[src/rtl/state_pacc_basemul_pair.sv]
// state_pacc_basemul_pair
// Kyber base-case multiply of two degree-1 polynomials modulo (X^2 - zeta):
//   r0 = fqmul(fqmul(a1,b1),zeta) + fqmul(a0,b0)
//   r1 = fqmul(a0,b1) + fqmul(a1,b0)
// A single Montgomery multiplier (fqmul) is time-shared over five products.
// Each product takes three states (MUL_P, MUL_U, MUL_R). One SUM state then
// publishes the result. Done is registered, so it is seen on the 17th edge
// after the capture edge.
// The final additions wrap at 16 bits and are not reduced.
//
// Ports
//   clk                      : clock, rising edge
//   reset                    : synchronous active-high reset
//   enable                   : start request, sampled only in IDLE
//   iCoeffs_a0/a1, b0/b1     : signed input coefficients
//   iZeta                    : signed twiddle factor (Montgomery form)
//   busy                     : operation in flight
//   Basemul_done             : one-cycle completion pulse
//   oCoeffs_r0/r1            : signed result, held until the next SUM
module state_pacc_basemul_pair #(
  parameter int KYBER_Q   = 3329,
  parameter int MONT_QINV = 62209,
  parameter int COEFF_W   = 16
) (
  input  logic               clk,
  input  logic               reset,
  input  logic               enable,
  input  logic [COEFF_W-1:0] iCoeffs_a0,
  input  logic [COEFF_W-1:0] iCoeffs_a1,
  input  logic [COEFF_W-1:0] iCoeffs_b0,
  input  logic [COEFF_W-1:0] iCoeffs_b1,
  input  logic [COEFF_W-1:0] iZeta,
  output logic               busy,
  output logic               Basemul_done,
  output logic [COEFF_W-1:0] oCoeffs_r0,
  output logic [COEFF_W-1:0] oCoeffs_r1
);

  localparam int PW = 2 * COEFF_W;
  localparam logic [COEFF_W-1:0] QINV_L = MONT_QINV[COEFF_W-1:0];
  localparam logic signed [PW-1:0] KQ = PW'(KYBER_Q);

  typedef enum logic [2:0] {IDLE, MUL_P, MUL_U, MUL_R, SUM} state_t;

  state_t state_q, state_d;
  logic [2:0] op_q, op_d;

  logic signed [COEFF_W-1:0] a0_q, a1_q, b0_q, b1_q, zeta_q;
  logic signed [COEFF_W-1:0] p0_q, acc0_q, acc1_q;
  logic signed [PW-1:0]      t_q;
  logic signed [COEFF_W-1:0] u_q;
  logic signed [COEFF_W-1:0] opx, opy, res;
  logic                      done_q;
  logic [COEFF_W-1:0]        r0_q, r1_q;

  function automatic logic signed [PW-1:0] sext(input logic signed [COEFF_W-1:0] v);
    return {{COEFF_W{v[COEFF_W-1]}}, v};
  endfunction

  // Only the low half of t*QINV is needed, and that depends only on the
  // low half of t. So a COEFF_W-wide multiply is enough.
  function automatic logic signed [COEFF_W-1:0] mont_u(input logic signed [PW-1:0] t);
    logic [COEFF_W-1:0] lo;
    lo = t[COEFF_W-1:0] * QINV_L;
    return lo;
  endfunction

  // (t - u*q) has a zero low half, so the arithmetic shift is exact.
  function automatic logic signed [COEFF_W-1:0] mont_r(input logic signed [PW-1:0] t,
                                                       input logic signed [COEFF_W-1:0] u);
    logic signed [PW-1:0] diff;
    diff = t - sext(u) * KQ;
    return diff[PW-1:COEFF_W];
  endfunction

  // Operand schedule. op1 takes the reduced op0 product as its x operand.
  always_comb begin
    opx = a1_q;
    opy = b1_q;
    case (op_q)
      3'd1: begin opx = p0_q; opy = zeta_q; end
      3'd2: begin opx = a0_q; opy = b0_q;   end
      3'd3: begin opx = a0_q; opy = b1_q;   end
      3'd4: begin opx = a1_q; opy = b0_q;   end
      default: ;
    endcase
  end

  assign res = mont_r(t_q, u_q);

  always_comb begin
    state_d = state_q;
    op_d    = op_q;
    case (state_q)
      IDLE:  if (enable) begin state_d = MUL_P; op_d = 3'd0; end
      MUL_P: state_d = MUL_U;
      MUL_U: state_d = MUL_R;
      MUL_R: begin
        if (op_q == 3'd4) state_d = SUM;
        else begin
          state_d = MUL_P;
          op_d    = op_q + 3'd1;
        end
      end
      SUM:   begin state_d = IDLE; op_d = 3'd0; end
      default: begin state_d = IDLE; op_d = 3'd0; end
    endcase
  end

  always_ff @(posedge clk) begin
    if (reset) begin
      state_q <= IDLE;
      op_q    <= 3'd0;
    end else begin
      state_q <= state_d;
      op_q    <= op_d;
    end
  end

  always_ff @(posedge clk) begin
    if (reset) begin
      a0_q <= '0; a1_q <= '0; b0_q <= '0; b1_q <= '0; zeta_q <= '0;
      t_q <= '0; u_q <= '0; p0_q <= '0; acc0_q <= '0; acc1_q <= '0;
      r0_q <= '0; r1_q <= '0; done_q <= 1'b0;
    end else begin
      done_q <= 1'b0;
      case (state_q)
        IDLE: if (enable) begin
          a0_q   <= iCoeffs_a0;
          a1_q   <= iCoeffs_a1;
          b0_q   <= iCoeffs_b0;
          b1_q   <= iCoeffs_b1;
          zeta_q <= iZeta;
        end
        MUL_P: t_q <= sext(opx) * sext(opy);
        MUL_U: u_q <= mont_u(t_q);
        MUL_R: begin
          case (op_q)
            3'd0:    p0_q   <= res;
            3'd1:    acc0_q <= res;
            3'd2:    acc0_q <= acc0_q + res;
            3'd3:    acc1_q <= res;
            default: acc1_q <= acc1_q + res;
          endcase
        end
        SUM: begin
          r0_q   <= acc0_q;
          r1_q   <= acc1_q;
          done_q <= 1'b1;
        end
        default: ;
      endcase
    end
  end

  assign busy         = (state_q != IDLE);
  assign Basemul_done = done_q;
  assign oCoeffs_r0   = r0_q;
  assign oCoeffs_r1   = r1_q;

endmodule

[config.mk]
export PLATFORM = sky130hd
export DESIGN_NAME = state_pacc_basemul_pair
export DESIGN_NICKNAME = d
export VERILOG_FILES = /design/src/rtl/state_pacc_basemul_pair.sv
export SDC_FILE = /design/constraint.sdc
export NUM_CORES = 2
export LEC_CHECK = 0
export BUFFER_PORTS_ARGS = -buffer_cell sky130_fd_sc_hd__clkbuf_2
export CELL_PAD_IN_SITES_DETAIL_PLACEMENT = 0
export CELL_PAD_IN_SITES_GLOBAL_PLACEMENT = 1
export CORE_MARGIN = 4
export CORE_UTILIZATION = 49
export DETAILED_ROUTE_END_ITERATION = 12
export HOLD_SLACK_MARGIN = 0.02
export PLACE_DENSITY_LB_ADDON = 0.15
export SLEW_MARGIN = 15
export SYNTH_ARGS = -nofsm -noshare
export SYNTH_HDL_FRONTEND = slang
export SYNTH_SLANG_ARGS = --single-unit
[constraint.sdc]
create_clock -name clk -period 9.8 [get_ports clk]
set_clock_uncertainty 0.15 [all_clocks]
set_input_delay 1.96 -clock clk [delete_from_list [all_inputs] [get_ports clk]]
set_output_delay 1.96 -clock clk [all_outputs]
set_load 0.02 [all_outputs]
======== After elaboration in Yosys (flattened, before gate mapping) ========
Cells that the tools add are included.
operators by class
  $add $sub $neg .......................... 4
  $mul .................................... 3
  divide/modulo/power cells ............... 0
  magnitude comparators ................... 0
  eq/ne operators ......................... 10
  shift-type cells ........................ 0
  muxes and demuxes ....................... 11
  bitwise operators ....................... 2
  reduce and logical (&&, ||, !) cells .... 13
operators with widths
  cell                                                                   count
  16-bit one-hot mux with 2 select lines                                 4
  16-bit adder                                                           2
  16-bit by 16-bit multiplier with 32-bit output                         1
  32-bit by 29-bit subtractor with 32-bit output                         1
  16-bit by 13-bit multiplier with 29-bit output, second input constant  1
  16-bit by 13-bit multiplier with 16-bit output, second input constant  1
  3-bit by 2-bit == test with 1-bit output, second input constant        4
  3-bit two-way mux                                                      4
  3-bit one-hot mux with 4 select lines                                  1
  3-bit one-hot mux with 3 select lines                                  1
  2-bit AND reduction                                                    4
  3-bit by 1-bit == test with 1-bit output, second input constant        2
  3-bit == test, second input constant                                   2
  3-bit zero test                                                        2
  2-bit OR reduction                                                     3
  2-bit != test, second input constant                                   2
  3-bit by 1-bit adder with 3-bit output, second input constant          1
  3-bit AND reduction                                                    1
  3-bit nonzero test                                                     1
  3-bit OR reduction                                                     1
  1-bit NOT                                                              2
  2-bit nonzero test                                                     1
  1-bit two-way mux                                                      1
word-level totals
  bits in registers ....................... 215
  latch bits .............................. 0
  RAM bits ................................ 0
  bits in read-only memories .............. 0
  input port bits ......................... 83
  output and inout bits ................... 34
  memories ................................ 0

======== Depth between registers and ports, before layout ========
  word-level depth ........................ 4
  mapped depth ............................ 33
  mapped depth without buffers ............ 29

======== Least setup slack after synthesis ========
OpenSTA, ideal clock, no wires.
  kind .................................... register to register
  start ................................... reg op_q[0]
  end ..................................... reg t_q[31]
  setup time .............................. 0.121 ns
  arrival ................................. 7.688 ns
  data required time ...................... 9.529 ns
  setup slack ............................. 1.841 ns
  cell stages (with the launch flop) ...... 32
  cell sequence ........................... dfxtp_1 -> inv_1 -> ha_1 -> nor2b_1 -> a21oi_1 -> nor2b_1 -> buf_2 -> buf_1 -> a221o_1 -> clkbuf_1 -> nand2_1 -> fa_1 -> inv_1 -> fa_1 -> inv_1 -> fa_1 -> inv_1 -> fa_1 -> fa_1 -> inv_1 -> fa_1 -> inv_1 -> ha_1 -> a21o_1 -> a21o_1 -> a2111oi_0 -> or3_1 -> o2111ai_1 -> a41oi_2 -> o21ai_0 -> o21ai_0 -> mux2_2
on the way
  cells in the longest elaborated chain, start to end .. 4
RTL lines
  item                                                                       RTL line  text
  from (decl)                                                                46        logic [2:0] op_q, op_d;
  from (signal assigned)                                                     116       op_q <= op_d;
  3-bit by 2-bit == test with 1-bit output or 3-bit == test (tied branches)  80        case (op_q)
  2-bit OR reduction (no line)                                               n/a
  16-bit one-hot mux with 2 select lines                                     80
  16-bit by 16-bit multiplier with 32-bit output (*)                         135       MUL_P: t_q <= sext(opx) * sext(opy);
  to (signal assigned)                                                       135
  to (decl)                                                                  50        logic signed [PW-1:0] t_q;
Every way passes the cells marked *; elsewhere a longest branch is shown, timed or not.
A chain may end at the register's enable or synchronous reset.

======== Worst setup path in the final report ========
Same ends and word-level chain as after synthesis.

==> results.txt <==
The residual overflow from global routing is 0. At the worst endpoint, the required time is 10.10 ns. Max-cap violations in this run came to 0. The run gives 81 as the placement row count. For this design the static power due to leakage is 12.6 nW. The largest individual stage delay along the critical path comes from the cell nor2b_2.

The die outline area is 0.0531 mm^2. The clock-pin slew reported for the worst setup and hold paths after clock tree synthesis was 0.06 ns; the global-route wire length before repair was 107,000 um. For the proportion of power drawn by flip-flops and latches, the log shows 0.194.

Detailed placement ended at an HPWL of 54,200 um. The die is 231 um tall. The area of combinational cells with multiple inputs came out at 0.0177 mm^2. The average wire per standard cell works out to 18.1 um.

Of all cell types, the one taking the most synthesized area is fa_1. For the number of antenna violations at the first check in global routing, the log shows 0. The post-synthesis net count was 3,572. The tree is rooted in a clkbuf_16. The run finished with clean final reports. Counting flops and latches in the post-synthesis netlist gives 215.

The run gives 0 ns as the setup total negative slack. Kind of capture point of the worst setup path: a register. The final core utilization is 0.545, and the count of flip-flops with a built-in enable after synthesis is 0.

In this run the horizontal extent of the chip is 231 um. Derived from the worst setup path, the maximum achievable clock frequency is 0.111 GHz. The placed instances occupy a cell area of 0.0257 mm^2. The startpoint identified for the worst register-to-register timing path is op_q[0]. The run gives 117 as the I/O pin count.

The synthesized netlist occupies a cell area of 0.0243 mm^2. Summing all flip-flop and latch instances after layout gives 0.00430 mm^2. Counting along the longest clock path gives a buffer depth of 3. Tracing the worst setup path back leads to its startpoint at op_q[0]. With fillers left out, the area of the finished cells amounts to 0.0267 mm^2. The share of cells above drive strength 1 was 0.0842; the register-to-register setup slack was 0.77 ns. Actual slew at the worst max-slew pin: 1.11 ns. The start point of the worst hold path is p0_q[8].

The final period demand of the worst path is 9.03 ns, and the number of antenna cells inserted is 0. The run gives 19,700 as the total number of vias. The path depth of the worst reg2reg path was 28; the final number of max-transition violations was 0.

Routability-driven placement finished with a final weighted congestion of 0.920. Across the VDD grid, the largest voltage drop is 184 uV. The commonest cells after synthesis are 496 x inv_1, 488 x nand2_1, 324 x fa_1, 278 x ha_1, 250 x a21oi_1. The share of the clock period used by the worst path is 0.921. The startpoint-to-endpoint class of the critical path was register to register. The post-route DRC violation count is 0. Most used cell along the critical path: fa_1.

Worst relative slew slack: 0.255. The logs give 0.215 for the portion of total power attributed to the clock network and 0.250 for the global routing usage summed across all routing layers. Total power for the finished layout comes to 4.97 mW. For this design the total switching power over the nets is 2.31 mW. By area the synthesized netlist is led by fa_1 27%, dfxtp_1 18%, ha_1 14%. Setup repair after global routing left no endpoint under its margin. The final critical-path setup slack was 0.775 ns; the async set or reset register ratio after synthesis was 0. Dividing the detail-routed via count by the number of cells gives 5.39. The min-delay analysis places its worst path in the category register to register. The run gives 0.496 as the initial cell density of the core.

The total internal power was 2.66 mW; the net total in the final layout was 3,661. The hold buffer count at cts was 0; the setup fix buffers added after clock tree synthesis was 0. Power spread over the standard cell area amounts to 186 mW/mm^2.

The clock net sink count was 215. Summed over all layers, the routed wires come to 66,300 um. The logs give 0 for the final antenna-violating net count and 0.0490 mm^2 for the placeable core region. The total of fill cells in the finished design is 4,703. The logs give 0 for the number of failing hold endpoints at the final stage and 1,258 for the count of routing violations after the opening detailed-route iteration.

TritonCTS created 26 clock buffers. The logs give 0.57 ns for the clock latency reported for the late side of the worst-skew pair and 0.177 for the sequential share of the synthesized area. Along the worst hold path, the cell count comes to 2. The most common cell in the synthesized netlist is inv_1. Post-CTS repair changed the size of 0 cells. For the arrival time at the worst endpoint, the log shows 9.33 ns. The tools report the cell count after synthesis as 2,887. The layout overhead on the synthesized area is 9.95%. OpenSTA, run right after detailed placement, puts the worst setup slack at 0.851 ns. TritonCTS built the clock tree.

Along the worst path, the maximum fanout reaches 15. The number of warnings issued by yosys is 0, and the area share of the largest cell type after synthesis is 0.267. The count of H-tree levels built during CTS came out at 1. Number of buffers added on ports: 116. STA classifies the critical path startpoint as a register.

The portion of total power attributed to combinational logic came out at 0.591. The largest net degree at the start of global routing is 88. The via count of the first global-routing pass came out at 20,000.

In the synthesized netlist the dominant register cell turns out to be dfxtp_1. The pre-antenna-repair detailed-routing pass consisted of 5 iterations. On the worst path, the slowest cell contributes a delay of 0.60 ns. Averaged over all synthesized cells, the footprint is 8.40 um^2. The net switching fraction of the power is 0.464, and the number of setup violations in the final report is 0. The distinct cell type count after synthesis was 66.
==> worst max-delay path, delay by kind of cell, from the launching register on <==
kind / cells / cell delay, ns
compound gates: 9 / 2.61
fa+ha+maj: 8 / 3.56
simple gates: 4 / 1.08
flops: 1 / 0.39
buf+inv: 6 / 0.75
mux: 1 / 0.36
==> cell usage in the layout, fill, tap and decap left out, types with 26 or more instances in the layout <==
cell	instances
nand2_1	487
a221o_1	27
clkbuf_2	115
nor3_1	34
clkbuf_16	26
fa_1	324
buf_4	61
ha_1	278
a21oi_1	250
a221oi_1	29
inv_1	496
o21ai_0	46
xnor2_1	63
a21o_1	46
nor2_1	204
dfxtp_1	215
==> final timing paths <==
kind,endpoint
max,t_q[31]
min,p0_q[8]
max reg2reg,t_q[31]
min reg2reg,p0_q[8]
==> routing by layer <==
layer  up-vias  global-route usage  wire [um]
li1       9390                   -          -
met4         0              0.0703       2110
met1      9684               0.351      29500
met2       507               0.402      30400
met3       110              0.0424       4230
met5         -                   0          0
==> state kept, by name, indices dropped and copies added (netlist names), 16 cells and up <==
name,flops
a0_q,16
a1_q,16
acc0_q,16
acc1_q,16
b0_q,16
b1_q,16
oCoeffs_r0,16
oCoeffs_r1,16
p0_q,16
t_q,32
u_q,16
zeta_q,16
==> kinds of logic after synthesis <==
logic type,count (synthesis),share of synthesized area
adder cells (fa/ha/maj),602,0.411
AO/OA/AOI/OAI,496,0.131
multiplexers,11,0.00474
XOR/XNOR,89,0.0332
AND/OR/NAND/NOR,861,0.148
flip-flops,215,0.177
buffers and inverters,613,0.0951
==> power by group through the flow <==
stage               combinational (mW)  clock [mW]  sequential, mW
floorplan                         2.03           0           0.964
global placement                  2.85           0           0.981
detailed placement                2.88           0           0.982
CTS                               2.91        1.10           0.963
global route                      3.26        1.14           0.969
finish                            2.93        1.07           0.964
==> area by class of cell <==
class,count,share of cell area
clock buffer,31,0.0258
clock inverter,13,0.00938
inverter,497,0.0699
multi-input combinational,2059,0.663
sequential,215,0.161
tap,664,0.0311
timing repair buffer,177,0.0392
==> metrics by stage <==
step,cells,hold WS (ns)
4_1_cts,3656,0.302
3_5_place_dp,3612,0.293
3_3_place_gp,3612,0.291
2_1_floorplan,2887,0.282
6_report,3656,0.299
5_1_grt,3656,0.322
No activity file was read; power rests on OpenSTA's default activity.
